## config.mk

```make
export PLATFORM = sky130hd
export DESIGN_NAME = cache_sa
export DESIGN_NICKNAME = d
export VERILOG_FILES = /design/src/rtl/cache_sa.sv
export SDC_FILE = /design/constraint.sdc
export NUM_CORES = 1
export LEC_CHECK = 0
export BUFFER_PORTS_ARGS = -buffer_cell sky130_fd_sc_hd__buf_2
export CAP_MARGIN = 20
export CORE_MARGIN = 2
export CORE_UTILIZATION = 50
export CTS_BUF_LIST = sky130_fd_sc_hd__clkbuf_2 sky130_fd_sc_hd__clkbuf_4 sky130_fd_sc_hd__clkbuf_8
export CTS_CLUSTER_DIAMETER = 40
export DETAILED_ROUTE_END_ITERATION = 6
export GPL_TIMING_DRIVEN = 1
export MAX_ROUTING_LAYER = met4
export PLACE_DENSITY = 0.72
export SYNTH_ARGS = -nofsm -noshare
export SYNTH_HDL_FRONTEND = slang
export SYNTH_SLANG_ARGS = --single-unit
```

## constraint.sdc

```tcl
create_clock -name clk -period 4.2 [get_ports clk]
set_input_delay 0.42 -clock clk [delete_from_list [all_inputs] [get_ports clk]]
set_output_delay 0.42 -clock clk [all_outputs]
set_load 0.005 [all_outputs]
```

## src/rtl/cache_sa.sv

```systemverilog
// N-way set-associative, write-back / write-allocate cache with one word per line,
// age-based LRU replacement and saturating hit/miss counters.
module cache_sa #(
    parameter int ADDR_WIDTH = 32,
    parameter int DATA_WIDTH = 32,
    parameter int CACHE_SIZE = 32,
    parameter int BLOCK_SIZE = 4,
    parameter int WAYS       = 2,
    parameter int CNT_WIDTH  = 16
) (
    input  logic                  clk,
    input  logic                  rst_n,
    input  logic                  cs,
    input  logic                  re,
    input  logic                  we,
    input  logic [ADDR_WIDTH-1:0] addr,
    input  logic [DATA_WIDTH-1:0] wdata,
    output logic                  ready,
    output logic                  resp_valid,
    output logic [DATA_WIDTH-1:0] rdata,
    output logic                  hit,
    output logic                  mem_req,
    output logic                  mem_we,
    output logic [ADDR_WIDTH-1:0] mem_addr,
    output logic [DATA_WIDTH-1:0] mem_wdata,
    input  logic [DATA_WIDTH-1:0] mem_rdata,
    input  logic                  mem_ack,
    output logic [CNT_WIDTH-1:0]  hit_cnt,
    output logic [CNT_WIDTH-1:0]  miss_cnt
);
    localparam int SETS   = CACHE_SIZE / (BLOCK_SIZE * WAYS);
    localparam int OFF_W  = $clog2(BLOCK_SIZE);
    localparam int IDX_W  = $clog2(SETS);
    localparam int IDX_WS = (IDX_W > 0) ? IDX_W : 1;
    localparam int TAG_W  = ADDR_WIDTH - OFF_W - IDX_W;
    localparam int AGE_W  = (WAYS > 1) ? $clog2(WAYS) : 1;

    typedef enum logic [2:0] {IDLE, WB, FILL, INSTALL, RESP} state_t;

    state_t state;

    logic [DATA_WIDTH-1:0] line_data  [SETS][WAYS];
    logic [TAG_W-1:0]      line_tag   [SETS][WAYS];
    logic                  line_vld   [SETS][WAYS];
    logic                  line_dirty [SETS][WAYS];
    logic [AGE_W-1:0]      line_age   [SETS][WAYS];

    logic                  req_we;
    logic [TAG_W-1:0]      req_tag;
    logic [IDX_WS-1:0]     req_idx;
    logic [DATA_WIDTH-1:0] req_wdata;
    logic [AGE_W-1:0]      vic;

    logic [TAG_W-1:0]      a_tag;
    logic [IDX_WS-1:0]     a_idx;
    logic                  acc;
    logic                  lk_hit;
    logic [AGE_W-1:0]      lk_way;
    logic [AGE_W-1:0]      vic_way;
    logic                  vic_inv;
    logic                  fill_done;
    logic                  touch_en;
    logic [IDX_WS-1:0]     touch_set;
    logic [AGE_W-1:0]      touch_way;

    function automatic logic [CNT_WIDTH-1:0] sat_inc(input logic [CNT_WIDTH-1:0] c);
        return (&c) ? c : c + 1'b1;
    endfunction

    function automatic logic [ADDR_WIDTH-1:0] line_addr(input logic [TAG_W-1:0] t,
                                                         input logic [IDX_WS-1:0] i);
        logic [ADDR_WIDTH-1:0] a;
        a = ADDR_WIDTH'(t) << (OFF_W + IDX_W);
        if (IDX_W > 0) a = a | (ADDR_WIDTH'(i) << OFF_W);
        return a;
    endfunction

    assign a_tag = addr[ADDR_WIDTH-1 -: TAG_W];
    if (IDX_W > 0) begin : g_idx
        assign a_idx = addr[OFF_W +: IDX_W];
    end else begin : g_no_idx
        assign a_idx = '0;
    end
    if (OFF_W > 0) begin : g_off
        logic unused_off;
        assign unused_off = ^addr[OFF_W-1:0];
    end

    assign ready     = (state == IDLE) && rst_n;
    assign acc       = cs && ready && (re ^ we);
    assign fill_done = (state == FILL) && mem_req && mem_ack;

    // Lookup and victim choice: lowest invalid way, otherwise the oldest way.
    always_comb begin
        lk_hit  = 1'b0;
        lk_way  = '0;
        vic_way = '0;
        vic_inv = 1'b0;
        for (int w = 0; w < WAYS; w++) begin
            if (line_vld[a_idx][w] && line_tag[a_idx][w] == a_tag) begin
                lk_hit = 1'b1;
                lk_way = AGE_W'(w);
            end
        end
        for (int w = WAYS - 1; w >= 0; w--) begin
            if (!line_vld[a_idx][w]) begin
                vic_inv = 1'b1;
                vic_way = AGE_W'(w);
            end
        end
        if (!vic_inv) begin
            for (int w = 0; w < WAYS; w++) begin
                if (line_age[a_idx][w] == AGE_W'(WAYS - 1)) vic_way = AGE_W'(w);
            end
        end
    end

    always_comb begin
        touch_en  = (acc && lk_hit) || fill_done || (state == INSTALL);
        touch_set = (state == IDLE) ? a_idx : req_idx;
        touch_way = (state == IDLE) ? lk_way : vic;
    end

    always_ff @(posedge clk or negedge rst_n) begin
        if (!rst_n) begin
            state      <= IDLE;
            mem_req    <= 1'b0;
            mem_we     <= 1'b0;
            mem_addr   <= '0;
            mem_wdata  <= '0;
            resp_valid <= 1'b0;
            hit        <= 1'b0;
            rdata      <= '0;
            hit_cnt    <= '0;
            miss_cnt   <= '0;
            req_we     <= 1'b0;
            req_tag    <= '0;
            req_idx    <= '0;
            req_wdata  <= '0;
            vic        <= '0;
            for (int s = 0; s < SETS; s++) begin
                for (int w = 0; w < WAYS; w++) begin
                    line_vld[s][w]   <= 1'b0;
                    line_dirty[s][w] <= 1'b0;
                    line_age[s][w]   <= AGE_W'(w);
                end
            end
        end else begin
            resp_valid <= 1'b0;
            case (state)
                IDLE: if (acc) begin
                    req_we    <= we;
                    req_tag   <= a_tag;
                    req_idx   <= a_idx;
                    req_wdata <= wdata;
                    vic       <= vic_way;
                    if (lk_hit) begin
                        resp_valid <= 1'b1;
                        hit        <= 1'b1;
                        hit_cnt    <= sat_inc(hit_cnt);
                        if (we) line_dirty[a_idx][lk_way] <= 1'b1;
                        else    rdata <= line_data[a_idx][lk_way];
                    end else begin
                        miss_cnt <= sat_inc(miss_cnt);
                        if (line_vld[a_idx][vic_way] && line_dirty[a_idx][vic_way]) begin
                            state     <= WB;
                            mem_req   <= 1'b1;
                            mem_we    <= 1'b1;
                            mem_addr  <= line_addr(line_tag[a_idx][vic_way], a_idx);
                            mem_wdata <= line_data[a_idx][vic_way];
                        end else if (we) begin
                            state <= INSTALL;
                        end else begin
                            state    <= FILL;
                            mem_req  <= 1'b1;
                            mem_we   <= 1'b0;
                            mem_addr <= line_addr(a_tag, a_idx);
                        end
                    end
                end
                // After a writeback, mem_req drops for one cycle before the fill starts.
                WB: if (mem_ack) begin
                    mem_req  <= 1'b0;
                    mem_we   <= 1'b0;
                    mem_addr <= line_addr(req_tag, req_idx);
                    state    <= req_we ? INSTALL : FILL;
                end
                FILL: begin
                    if (!mem_req) begin
                        mem_req <= 1'b1;
                    end else if (mem_ack) begin
                        mem_req                <= 1'b0;
                        rdata                  <= mem_rdata;
                        line_vld[req_idx][vic]   <= 1'b1;
                        line_dirty[req_idx][vic] <= 1'b0;
                        resp_valid             <= 1'b1;
                        hit                    <= 1'b0;
                        state                  <= RESP;
                    end
                end
                INSTALL: begin
                    line_vld[req_idx][vic]   <= 1'b1;
                    line_dirty[req_idx][vic] <= 1'b1;
                    resp_valid             <= 1'b1;
                    hit                    <= 1'b0;
                    state                  <= RESP;
                end
                RESP:    state <= IDLE;
                default: state <= IDLE;
            endcase
            if (touch_en) begin
                for (int w = 0; w < WAYS; w++) begin
                    if (AGE_W'(w) == touch_way)
                        line_age[touch_set][w] <= '0;
                    else if (line_age[touch_set][w] < line_age[touch_set][touch_way])
                        line_age[touch_set][w] <= line_age[touch_set][w] + 1'b1;
                end
            end
        end
    end

    // Line payload and tags need no reset: the valid bits guard them.
    always_ff @(posedge clk) begin
        if (acc && lk_hit && we) line_data[a_idx][lk_way] <= wdata;
        if (fill_done) begin
            line_data[req_idx][vic] <= mem_rdata;
            line_tag[req_idx][vic]  <= req_tag;
        end
        if (state == INSTALL) begin
            line_data[req_idx][vic] <= req_wdata;
            line_tag[req_idx][vic]  <= req_tag;
        end
    end

endmodule

```

==> flow_summary_export.csv <==
group,metric,value,unit
power_and_ir_drop,p_int,14.1,mW
worst_hold_path,hold_path.class,"input port to flop",
critical_path,path_cells,"mux4_2, xnor2_1, nand4_1, nor4_1, buf_4, nand3_4, o21ai_0, nor2b_2, buf_12",
power_and_ir_drop,p_sw,5.85,mW
floorplanning,die_h,250,microns
finish,area_growth,18.8,%
yosys,synth_top_flop_cell,"edfxtp_1",
floorplanning,die_w,250,microns
job,cap_violations,0,
sta,rsz0062_at_grt,"false",
yosys,ys_seq_elements,701,
global_routing,grt_pass1_wl,116,mm
critical_path,cp_slowest_stage_delay,500,ps
global_routing,grt_max_degree,124,
yosys,syn_avg_cell_area,14.8,sq um
sta,fmax,0.279,GHz
worst_hold_path,holdPathStages,4,
floorplanning,initial_core_util,50.4,%
finish,fillerInstances,4462,
critical_path,cp.required,4590,ps
global_routing,first_global_vias,19785,
yosys,synth.most_common_cell,"edfxtp_1",
power_and_ir_drop,ir_drop,353,uV
critical_path,r2r_end,"line_data[0][7]",
global_routing,gr-total-overflow,0,
clocking,clock_sinks,701,
yosys,synth_edf_count,480,
yosys,synth_top_area_cell,"edfxtp_1",
floorplanning,fp-row-count,90,
clocking,clock_path_buffers,3,
worst_hold_path,worstHoldStart,"mem_rdata[27]",
sta,setup-violations-final,0,
drt,vias,19496,
clocking,cts-root-buf,"clkbuf_8",
floorplanning,fp.coreArea,60200,sq um
critical_path,arrival,3980,ps
drt,dr.pass1.iters,5,
finish,multiInputGateArea,9880,sq um
clocking,cts_buffers,116,
global_routing,grt_usage,25.1,%
floorplanning,fp.dieArea,62700,sq um
drt,wl_per_cell,23.0,microns
clocking,postCtsSetupBuffers,0,
sta,finalCritPeriodShare,85.4,%
sta,drv_slew,0,
sta,period_minus_slack,3590,ps
clocking,cts_resized,0,
power_and_ir_drop,p_sw_share,29.3,%
critical_path,r2r-start,"line_tag[3][4]",
floorplanning,io_pins,235,
finish,finalNetCount,2521,
power_and_ir_drop,p_comb_share,19.8,%
critical_path,reg2reg_depth,9,
critical_path,critPathMaxFanout,18,
clocking,cts_hold_buf,61,
yosys,synth_warnings,0,
critical_path,cp_slowest_cell,"mux4_2",
clocking,clk_pin_slew,70,ps
power_and_ir_drop,pwr-share-clk,31.6,%
yosys,synth_seq_area_share,65.7,%
drt,via_per_inst,5.90,
sta,hold_violations,0,
yosys,async_reset_ff_share,31.5,%
yosys,synth_area,30400,sq um
drt,wirelength,76.2,mm
drt,first_iter_violations,1864,
sta,slew_headroom,39.0,%
drt,drtAntennaViolNets,0,
yosys,synth_cell_types,63,
clocking,cts_tree,"built",
critical_path,worstSetupPathType,"flop to flop",
worst_hold_path,hold_end,"rdata[27]",
place,port_buffers,230,
global_routing,antenna_found_initial,4,
clocking,htreeDepth,3,
yosys,synth_commonest_cells,"edfxtp_1 (480), nand2_1 (340), dfrtp_1 (217)",
place,gp_congestion,0.861,
yosys,synthTopCellsByArea,"edfxtp_1 (47%), dfrtp_1 (18%), mux4_2 (9.1%)",
power_and_ir_drop,powerDensity,553,nW/um^2
outcome,outcome,"complete, no violations",
power_and_ir_drop,power_frac_seq,48.6,%
sta,skew,49.0,ps
sta,finalSetupTns,0,ps
finish,utilization,59.9,%
critical_path,worstSetupStartpointType,"flop",
yosys,synth_top_area_share,47.5,%
sta,tightestPinTransition,914,ps
finish,drive_gt1_share,28.1,%
clocking,worst_skew_pair.late_latency,740,ps
yosys,synthCells,2056,
power_and_ir_drop,leakage,14.1,nW
finish,regArea,20000,sq um
critical_path,endpoint_kind,"flop",
critical_path,reg2reg_slack,610,ps
place,dp_hpwl,47.0,mm
drt,drc,0,
sequential cells by signal, indices dropped and copies added (netlist names):
| name | flops |
|---|---|
| hit_cnt | 16 |
| miss_cnt | 16 |
| mem_addr | 30 |
| req_idx | 2 |
| req_wdata | 32 |
| vic | 1 |
| rdata | 32 |
| req_tag | 28 |
| mem_we | 1 |
| line_data | 256 |
| mem_req | 1 |
| line_tag | 224 |
| resp_valid | 1 |
| mem_wdata | 32 |
| hit | 1 |
| state | 3 |
| req_we | 1 |
| line_age | 8 |
| line_dirty | 8 |
| line_vld | 8 |
layer usage:
layer  up-vias  GRT usage [%]  share of wire (%)
li1       8571              -                  -
met1      9866           32.9                 40
met2       919           40.2                 50
met3       140           4.41                8.2
met4         0           8.13                2.2
met5         -              -                  0
cells in the final DEF (no fill, tap or decap), types with 31 or more instances in the layout:
| cell | instances |
|---|---|
| xnor2_1 | 64 |
| mux2_1 | 31 |
| and2_1 | 42 |
| mux2i_1 | 120 |
| edfxtp_1 | 480 |
| o21ai_0 | 136 |
| dfrtp_1 | 216 |
| nor2_1 | 37 |
| buf_4 | 49 |
| mux2_2 | 34 |
| clkbuf_4 | 47 |
| mux4_2 | 123 |
| nand2_1 | 338 |
| buf_2 | 227 |
| a221o_1 | 64 |
| dlygate4sd3_1 | 61 |
| clkbuf_8 | 126 |
power groups by stage:
| stage | logic (mW) | clock network, mW | registers [mW] |
|---|---|---|---|
| after floorplan | 2.47 | 0 | 9.56 |
| after global placement | 3.78 | 0 | 9.68 |
| after detailed placement | 3.88 | 0 | 9.79 |
| after CTS | 3.96 | 6.40 | 9.66 |
| after global routing | 4.29 | 6.71 | 9.80 |
| final | 3.95 | 6.30 | 9.68 |
cell type report:
cell class                      instances  area share (%)
Clock buffer                          172            5.75
Clock inverter                         49            1.17
Multi-Input combinational cell       1210            27.4
Antenna cell                            4          0.0278
Sequential cell                       701            55.3
Timing Repair Buffer                  365            7.36
Tap cell                              782            2.71
Inverter                               23           0.239
logic make-up (layout without fill, tap and decap cells):
kind of cell / count (synthesis) / in the layout / share of synthesized area [%]
fa+ha+maj: 2 / 2 / 0.0824
flops: 701 / 701 / 65.7
buf+inv: 146 / 609 / 2.12
mux: 308 / 308 / 15.5
compound gates: 265 / 265 / 6.04
simple gates: 544 / 544 / 7.97
other cells: 1 / 6 / 0.0124
xor+xnor: 89 / 89 / 2.57
worst max-delay path by stage:
stage | start | to | cells past startpoint
final | line_tag[3][4] | line_data[0][7] | 9
after global routing | state[1] | line_data[0][7] | 8
after CTS | line_tag[3][4] | line_data[0][7] | 9
after detailed placement | addr[3] | hit_cnt[5] | 12
after global placement | addr[2] | hit_cnt[5] | 11
after floorplan | addr[3] | line_data[0][0] | 11
critical path, delay by kind of cell (launching register included):
kind | cells | cell delay (ps)
compound gates | 1 | 400
buf+inv | 2 | 410
mux | 1 | 500
xor+xnor | 1 | 400
flops | 1 | 370
simple gates | 4 | 1140
per-stage QoR:
step | std cells | hold slack (ps) | worst slack [ps] | instance area [sq um] | total power [mW]
global route | 3306 | 61.3 | 369 | 36100 | 20.8
global placement | 3020 | 303 | 213 | 32900 | 13.5
detailed placement | 3020 | 306 | 140 | 32900 | 13.7
finish | 3306 | 56.8 | 613 | 36100 | 19.9
floorplan | 2057 | 124 | 202 | 30400 | 12.0
CTS | 3302 | 0.0649 | 648 | 36000 | 20.0
Power figures use the tool's default switching activity.
